File: config.mk
export PLATFORM = sky130hd
export DESIGN_NAME = csdf_rr
export DESIGN_NICKNAME = d
export VERILOG_FILES = /design/src/rtl/csdf_rr.sv
export SDC_FILE = /design/constraint.sdc
export NUM_CORES = 1
export LEC_CHECK = 0
export ABC_AREA = 1
export CORE_UTILIZATION = 57
export DETAILED_ROUTE_END_ITERATION = 8
export HOLD_SLACK_MARGIN = 0.03
export PLACE_DENSITY = 0.84
export SETUP_SLACK_MARGIN = 0.2
export SYNTH_ARGS = -nofsm -noshare
export SYNTH_HDL_FRONTEND = slang
export SYNTH_SLANG_ARGS = --single-unit
File: constraint.sdc
create_clock -name clk -period 7.9 [get_ports clk]
set_input_delay 1.58 -clock clk [delete_from_list [all_inputs] [get_ports clk]]
set_output_delay 1.58 -clock clk [all_outputs]
set_load 0.005 [all_outputs]
File: src/rtl/csdf_rr.sv
// Cyclo-static dataflow accumulate actor: each flux sums PORTS tokens per firing and
// emits one tagged result per phase, with round-robin arbitration between fluxes.
module csdf_rr #(
    parameter int DATA_WIDTH = 8,
    parameter int FLUX = 2,
    parameter int PORTS = 2,
    parameter int PHASES = 2,
    parameter int CNT_WIDTH = 4,
    parameter logic [PHASES*CNT_WIDTH-1:0] OPS_PER_PHASE = {4'd3, 4'd2},
    parameter bit SAT = 1'b0,
    localparam int TAG_WIDTH = (FLUX > 1) ? $clog2(FLUX) : 1
) (
    input  logic                                         clk,
    input  logic                                         rst,
    input  logic [FLUX*PORTS*(DATA_WIDTH+TAG_WIDTH)-1:0] read_port_dout_i,
    input  logic [FLUX*PORTS-1:0]                        read_port_empty_i,
    output logic [FLUX*PORTS-1:0]                        read_port_read_o,
    output logic [TAG_WIDTH+DATA_WIDTH-1:0]              write_port_din_o,
    output logic                                         write_port_write_o,
    input  logic                                         write_port_full_i
);
    localparam int PH_W  = (PHASES > 1) ? $clog2(PHASES) : 1;
    localparam int TOK_W = DATA_WIDTH + TAG_WIDTH;

    logic [DATA_WIDTH-1:0] acc_q  [FLUX];
    logic [CNT_WIDTH-1:0]  cnt_q  [FLUX];
    logic [PH_W-1:0]       ph_q   [FLUX];
    logic [FLUX-1:0]       pend_q;
    logic [TAG_WIDTH-1:0]  rr_q;

    logic [DATA_WIDTH-1:0] acc_d;
    logic [CNT_WIDTH-1:0]  cnt_d;
    logic [PH_W-1:0]       ph_d;
    logic                  pend_d;

    logic [FLUX-1:0]              elig_s;
    logic                         grant_s;
    logic [TAG_WIDTH-1:0]         gnt_s;
    logic [DATA_WIDTH:0]          sum_s;
    logic [FLUX*PORTS-1:0]        rd_s;
    logic                         wr_s;
    logic [TAG_WIDTH+DATA_WIDTH-1:0] din_s;

    // A zero count field still means one firing per phase.
    function automatic logic [CNT_WIDTH-1:0] phase_count(input logic [PH_W-1:0] ph);
        logic [CNT_WIDTH-1:0] field;
        field = OPS_PER_PHASE[int'(ph)*CNT_WIDTH +: CNT_WIDTH];
        return (field == '0) ? CNT_WIDTH'(1) : field;
    endfunction

    function automatic logic [PH_W-1:0] next_phase(input logic [PH_W-1:0] ph);
        return (ph == PH_W'(PHASES - 1)) ? PH_W'(0) : ph + PH_W'(1);
    endfunction

    // Eligibility and round-robin search starting after the last grant
    always_comb begin
        grant_s = 1'b0;
        gnt_s   = '0;
        for (int f = 0; f < FLUX; f++) begin
            elig_s[f] = pend_q[f] ? ~write_port_full_i
                                  : ~|read_port_empty_i[f*PORTS +: PORTS];
        end
        for (int k = 1; k <= FLUX; k++) begin
            if (!grant_s && elig_s[(int'(rr_q) + k) % FLUX]) begin
                grant_s = 1'b1;
                gnt_s   = TAG_WIDTH'((int'(rr_q) + k) % FLUX);
            end else begin
                grant_s = grant_s;
            end
        end
    end

    // Firing datapath: sum, case selection, outputs and granted flux next state
    always_comb begin
        rd_s   = '0;
        wr_s   = 1'b0;
        din_s  = {rr_q, acc_q[rr_q]};
        acc_d  = acc_q[gnt_s];
        cnt_d  = cnt_q[gnt_s];
        ph_d   = ph_q[gnt_s];
        pend_d = pend_q[gnt_s];
        sum_s  = {1'b0, acc_q[gnt_s]};
        for (int p = 0; p < PORTS; p++) begin
            sum_s = {1'b0, sum_s[DATA_WIDTH-1:0]}
                  + {1'b0, read_port_dout_i[(int'(gnt_s)*PORTS + p)*TOK_W +: DATA_WIDTH]};
            if (SAT && sum_s[DATA_WIDTH]) begin
                sum_s = {1'b0, {DATA_WIDTH{1'b1}}};
            end else begin
                sum_s[DATA_WIDTH] = 1'b0;
            end
        end
        if (!grant_s) begin
            wr_s = 1'b0;
        end else if (pend_q[gnt_s]) begin
            wr_s   = 1'b1;
            din_s  = {gnt_s, acc_q[gnt_s]};
            pend_d = 1'b0;
            acc_d  = '0;
            ph_d   = next_phase(ph_q[gnt_s]);
            cnt_d  = phase_count(ph_d) - CNT_WIDTH'(1);
        end else begin
            rd_s[int'(gnt_s)*PORTS +: PORTS] = {PORTS{1'b1}};
            if (cnt_q[gnt_s] != '0) begin
                acc_d = sum_s[DATA_WIDTH-1:0];
                cnt_d = cnt_q[gnt_s] - CNT_WIDTH'(1);
            end else if (!write_port_full_i) begin
                wr_s  = 1'b1;
                din_s = {gnt_s, sum_s[DATA_WIDTH-1:0]};
                acc_d = '0;
                ph_d  = next_phase(ph_q[gnt_s]);
                cnt_d = phase_count(ph_d) - CNT_WIDTH'(1);
            end else begin
                acc_d  = sum_s[DATA_WIDTH-1:0];
                pend_d = 1'b1;
            end
        end
    end

    // Outputs are forced quiet for as long as reset is held
    assign read_port_read_o   = rst ? '0 : rd_s;
    assign write_port_write_o = rst ? 1'b0 : wr_s;
    assign write_port_din_o   = rst ? '0 : din_s;

    // Per-flux state and round-robin pointer
    always_ff @(posedge clk or posedge rst) begin
        if (rst) begin
            rr_q   <= TAG_WIDTH'(FLUX - 1);
            pend_q <= '0;
            for (int f = 0; f < FLUX; f++) begin
                acc_q[f] <= '0;
                ph_q[f]  <= '0;
                cnt_q[f] <= phase_count(PH_W'(0)) - CNT_WIDTH'(1);
            end
        end else if (grant_s) begin
            rr_q          <= gnt_s;
            acc_q[gnt_s]  <= acc_d;
            cnt_q[gnt_s]  <= cnt_d;
            ph_q[gnt_s]   <= ph_d;
            pend_q[gnt_s] <= pend_d;
        end
    end
endmodule
==> metrics.txt <==
crit path DAT=approximately 5.7 ns; sw frac=between 50% and 60%; sequential element share of the synthesized area=between 20% and 30%; Critical Path End Type=primary output; cell occurring most often along the worst timing path=sky130_fd_sc_hd__nand2_1; count of cells along the worst hold path=2; transition time at the pin with the least slew margin=just under 0.8 ns; clk_skew=roughly 0.0037 ns; ranking of synthesized cells by area=sky130_fd_sc_hd__dfrtp_1, sky130_fd_sc_hd__nand2_1, sky130_fd_sc_hd__inv_1; Fin. Hold Viols=0; height of the die=a little over 70 um; number of nets in the synthesized netlist=about 500; antenna cell count=0; # H-tree levels=2; largest stage delay on the critical path=roughly 0.52 ns; Remaining DRCs=0; cell-internal power=744.9 uW; CTS tree=built; wire length of the first global-routing pass=12360 um; vias in the first global route=between 2k and 3k; area added between synthesis and finish=25.50%; number of top-level design ports=between 50 and 60; Net count, final=between 500 and 600; width of the chip=between 70 and 80 um; slowest CP cell=sky130_fd_sc_hd__clkdlybuf4s50_1; maximum number of pins on one net before global-route repair=29; combinational fraction of design power=slightly above 70%; number of warning messages in the yosys log=0; ratio of routed vias to standard cells=5.370; total power per unit cell area=441.8 mW/mm^2; required time of the critical path=~6.3 ns; fin crit period=between 7 and 8 ns; via total after detailed routing=3007; most frequent standard cell in the layout excluding fill and tap cells=sky130_fd_sc_hd__nand2_1; count of mapped cells out of synthesis=between 400 and 500; Net Sw Power=~800 uW; num rows=25; Max Clock Freq=between 0.1 and 0.15 GHz; cell type contributing the most total cell area after synthesis=sky130_fd_sc_hd__dfrtp_1; CP Buf/Inv Count=9; final global-route overflow total=0; gp weighted congestion=about 0.86; routed length per placed instance=about 13 um; Post-Syn Area per Cell=around 6.3 um^2; min-delay src=cnt_q[0]$_DFFE_PP1P_; Post-CTS Setup Bufs=0; area of the core=~0.0047 mm^2; number of DRC violations after detailed-routing iteration 0=228; area share of the leading cell type in the synthesized netlist=between 20% and 30%; reported leakage power=roughly 1.8 nW; Max transition margin=between 40% and 50%; final setup TNS=0 ns; worst reg2reg path startpoint=rr_q$_DFFE_PP1N_; TritonCTS sink count=29; antenna violations before repair=0; aggregate routed wire length=around 7300 um; number of pins exceeding their max-slew limit in the final report=0; worst slack, placed=0.5680 ns; flip-flop and latch count after synthesis=29; endpoint of the worst register-to-register path=acc_q[15]$_DFFE_PP0P_; number of flops mapped to enable cells by yosys=0; Worst Reg2Reg Path Length in Cells=19; Post-Synthesis Cell Area=~0.0028 mm^2; peak supply drop=about 0.24 mV; crit path setup slack, layout=about 0.59 ns; total track usage=between 30 and 40%; setup repair after global routing missed its margin=no; portion of total power attributed to the clock network=a little over a tenth; count of input and output buffers=between 50 and 60; critical path launch point type=primary input; number of distinct library cells after synthesis=37; core occupancy in the finished layout=between 70% and 80%; number of detailed-routing iterations run before antenna repair=5; ys async rst share=between 90% and 100%; die outline area=0.005181 mm^2; Initial Utilization=59.10%; later-pin clock latency in the skew report=0.29 ns; instance count after placement with tap cells included=~550; Crit path max-delay family=buffers and inverters; clock slew at the register clock pins of the worst setup and hold paths=about 0.06 ns; top library cells by usage in the layout, fill and taps aside=sky130_fd_sc_hd__nand2_1, sky130_fd_sc_hd__inv_1, sky130_fd_sc_hd__clkdlybuf4s50_1, sky130_fd_sc_hd__o21ai_0, sky130_fd_sc_hd__dfrtp_1; outcome=finished clean; setup slack, reg-to-reg=approximately 4.2 ns; post-route clock period utilization=roughly 92%; worst min-delay path category=reg2reg; kind of critical path=in2out; total half-perimeter wirelength after legalization and detailed placement=5397 um; Max Root-Sink Buffers=2; antenna viol nets, final=0; number of maximum-capacitance violations=0; share of post-route cells with drive strength above 1=8.114%; hold slack final=0.4771 ns; power share of the sequential group=about 17%; end point of the worst hold path=cnt_q[0]$_DFFE_PP1P_; non-filler instance count after layout=560; TritonCTS Buffers=5; Setup-failing EPs final=0; most used flip-flop cell after synthesis=sky130_fd_sc_hd__dfrtp_1; CP Max Fanout=28; library cell used as clock root buffer=sky130_fd_sc_hd__clkbuf_8
==> through the flow <==
step	power, mW	cell area (um^2)
after floorplan	1.070	2791
after global placement	1.318	3378
after detailed placement	1.354	3378
after CTS	1.531	3495
after global routing	1.718	3503
final	1.548	3503
==> worst max-delay path by stage <==
stage / from / endpoint / slack, ns / cells past startpoint
6_report: write_port_full_i / write_port_din_o[7] / 0.59 / 26
5_1_grt: write_port_full_i / write_port_din_o[7] / 0.21 / 26
4_1_cts: write_port_full_i / write_port_din_o[7] / 0.56 / 26
3_5_place_dp: write_port_full_i / write_port_din_o[7] / 0.57 / 26
3_3_place_gp: write_port_full_i / write_port_din_o[7] / 0.63 / 26
2_1_floorplan: read_port_empty_i[1] / write_port_din_o[7] / 1.96 / 19
==> logic make-up (layout without fill, tap and decap cells) <==
logic type | count (synthesis) | count (layout) | share of synthesized area, %
AOI/OAI and AO/OA | 77 | 77 | 14.57
and+or+nand+nor | 222 | 222 | 34.16
adders and majority gates | 15 | 15 | 8.068
xor gates and xnor gates | 5 | 5 | 1.569
muxes | 10 | 10 | 3.586
DFF | 29 | 29 | 26.13
buffers and inverters | 82 | 135 | 11.92
==> cell type report <==
cell class                 count  area [um^2]
sequential                    29        729.5
clock inverter                 1        30.03
inverter                      66        247.7
clock buffer                   7        86.33
multi-input combinational    329         1738
fill                         388         1220
timing repair buffer          61        588.1
tap                           67        83.83
==> layer usage <==
layer  track usage, %  wire length (um)  up-vias
li1                 -                 -     1494
met1            38.78              3218     1367
met2            51.05              3414      130
met3            6.667               545       16
met4            11.11               113        0
met5                0                 0        -
==> worst reg2reg max path, cell delays in order, from the launching register on <==
cell and delay [ns]:
sky130_fd_sc_hd__dfstp_2 0.71, sky130_fd_sc_hd__nand3_4 0.19, sky130_fd_sc_hd__nand2_8 0.21, sky130_fd_sc_hd__buf_4 0.27
sky130_fd_sc_hd__nand2_1 0.06, sky130_fd_sc_hd__o21ai_0 0.13, sky130_fd_sc_hd__inv_1 0.11, sky130_fd_sc_hd__fa_1 0.55
sky130_fd_sc_hd__inv_1 0.05, sky130_fd_sc_hd__ha_1 0.33, sky130_fd_sc_hd__nand2_1 0.08, sky130_fd_sc_hd__or2_2 0.29
sky130_fd_sc_hd__nand3b_1 0.14, sky130_fd_sc_hd__inv_1 0.06, sky130_fd_sc_hd__nand2_1 0.05, sky130_fd_sc_hd__nand2_1 0.06
sky130_fd_sc_hd__inv_1 0.06, sky130_fd_sc_hd__nand2_1 0.07, sky130_fd_sc_hd__nand3_1 0.11, sky130_fd_sc_hd__o21ai_1 0.07
==> registers in the layout, summed over array words and instances, names as in the netlist <==
register	cells
pend_q	2
acc_q	16
cnt_q	8
rr_q	1
ph_q	2
==> what timing repair did <==
item                                    4_1_cts  5_1_grt
gates resized for setup                       0        1
endpoints found under the setup margin        0        1
hold buffers                                  0        0
==> cell usage after synthesis (5+ instances only) <==
library cell                 n
sky130_fd_sc_hd__clkbuf_1    7
sky130_fd_sc_hd__inv_1      62
sky130_fd_sc_hd__buf_2       5
sky130_fd_sc_hd__o21ai_1    10
sky130_fd_sc_hd__nor2_1     13
sky130_fd_sc_hd__mux2i_1    10
sky130_fd_sc_hd__nand3_1    23
sky130_fd_sc_hd__nand2_1   162
sky130_fd_sc_hd__o21ai_0    40
sky130_fd_sc_hd__dfrtp_1    26
sky130_fd_sc_hd__ha_1       10
sky130_fd_sc_hd__fa_1        5
sky130_fd_sc_hd__a21oi_1    20
==> power groups by stage <==
stage,clock [mW],sequential [mW],combinational [mW]
6_report,0.163,0.259,1.13
5_1_grt,0.171,0.265,1.28
4_1_cts,0.165,0.257,1.11
3_5_place_dp,0,0.260,1.09
3_3_place_gp,0,0.256,1.06
2_1_floorplan,0,0.243,0.827
Power figures use the tool's default switching activity.
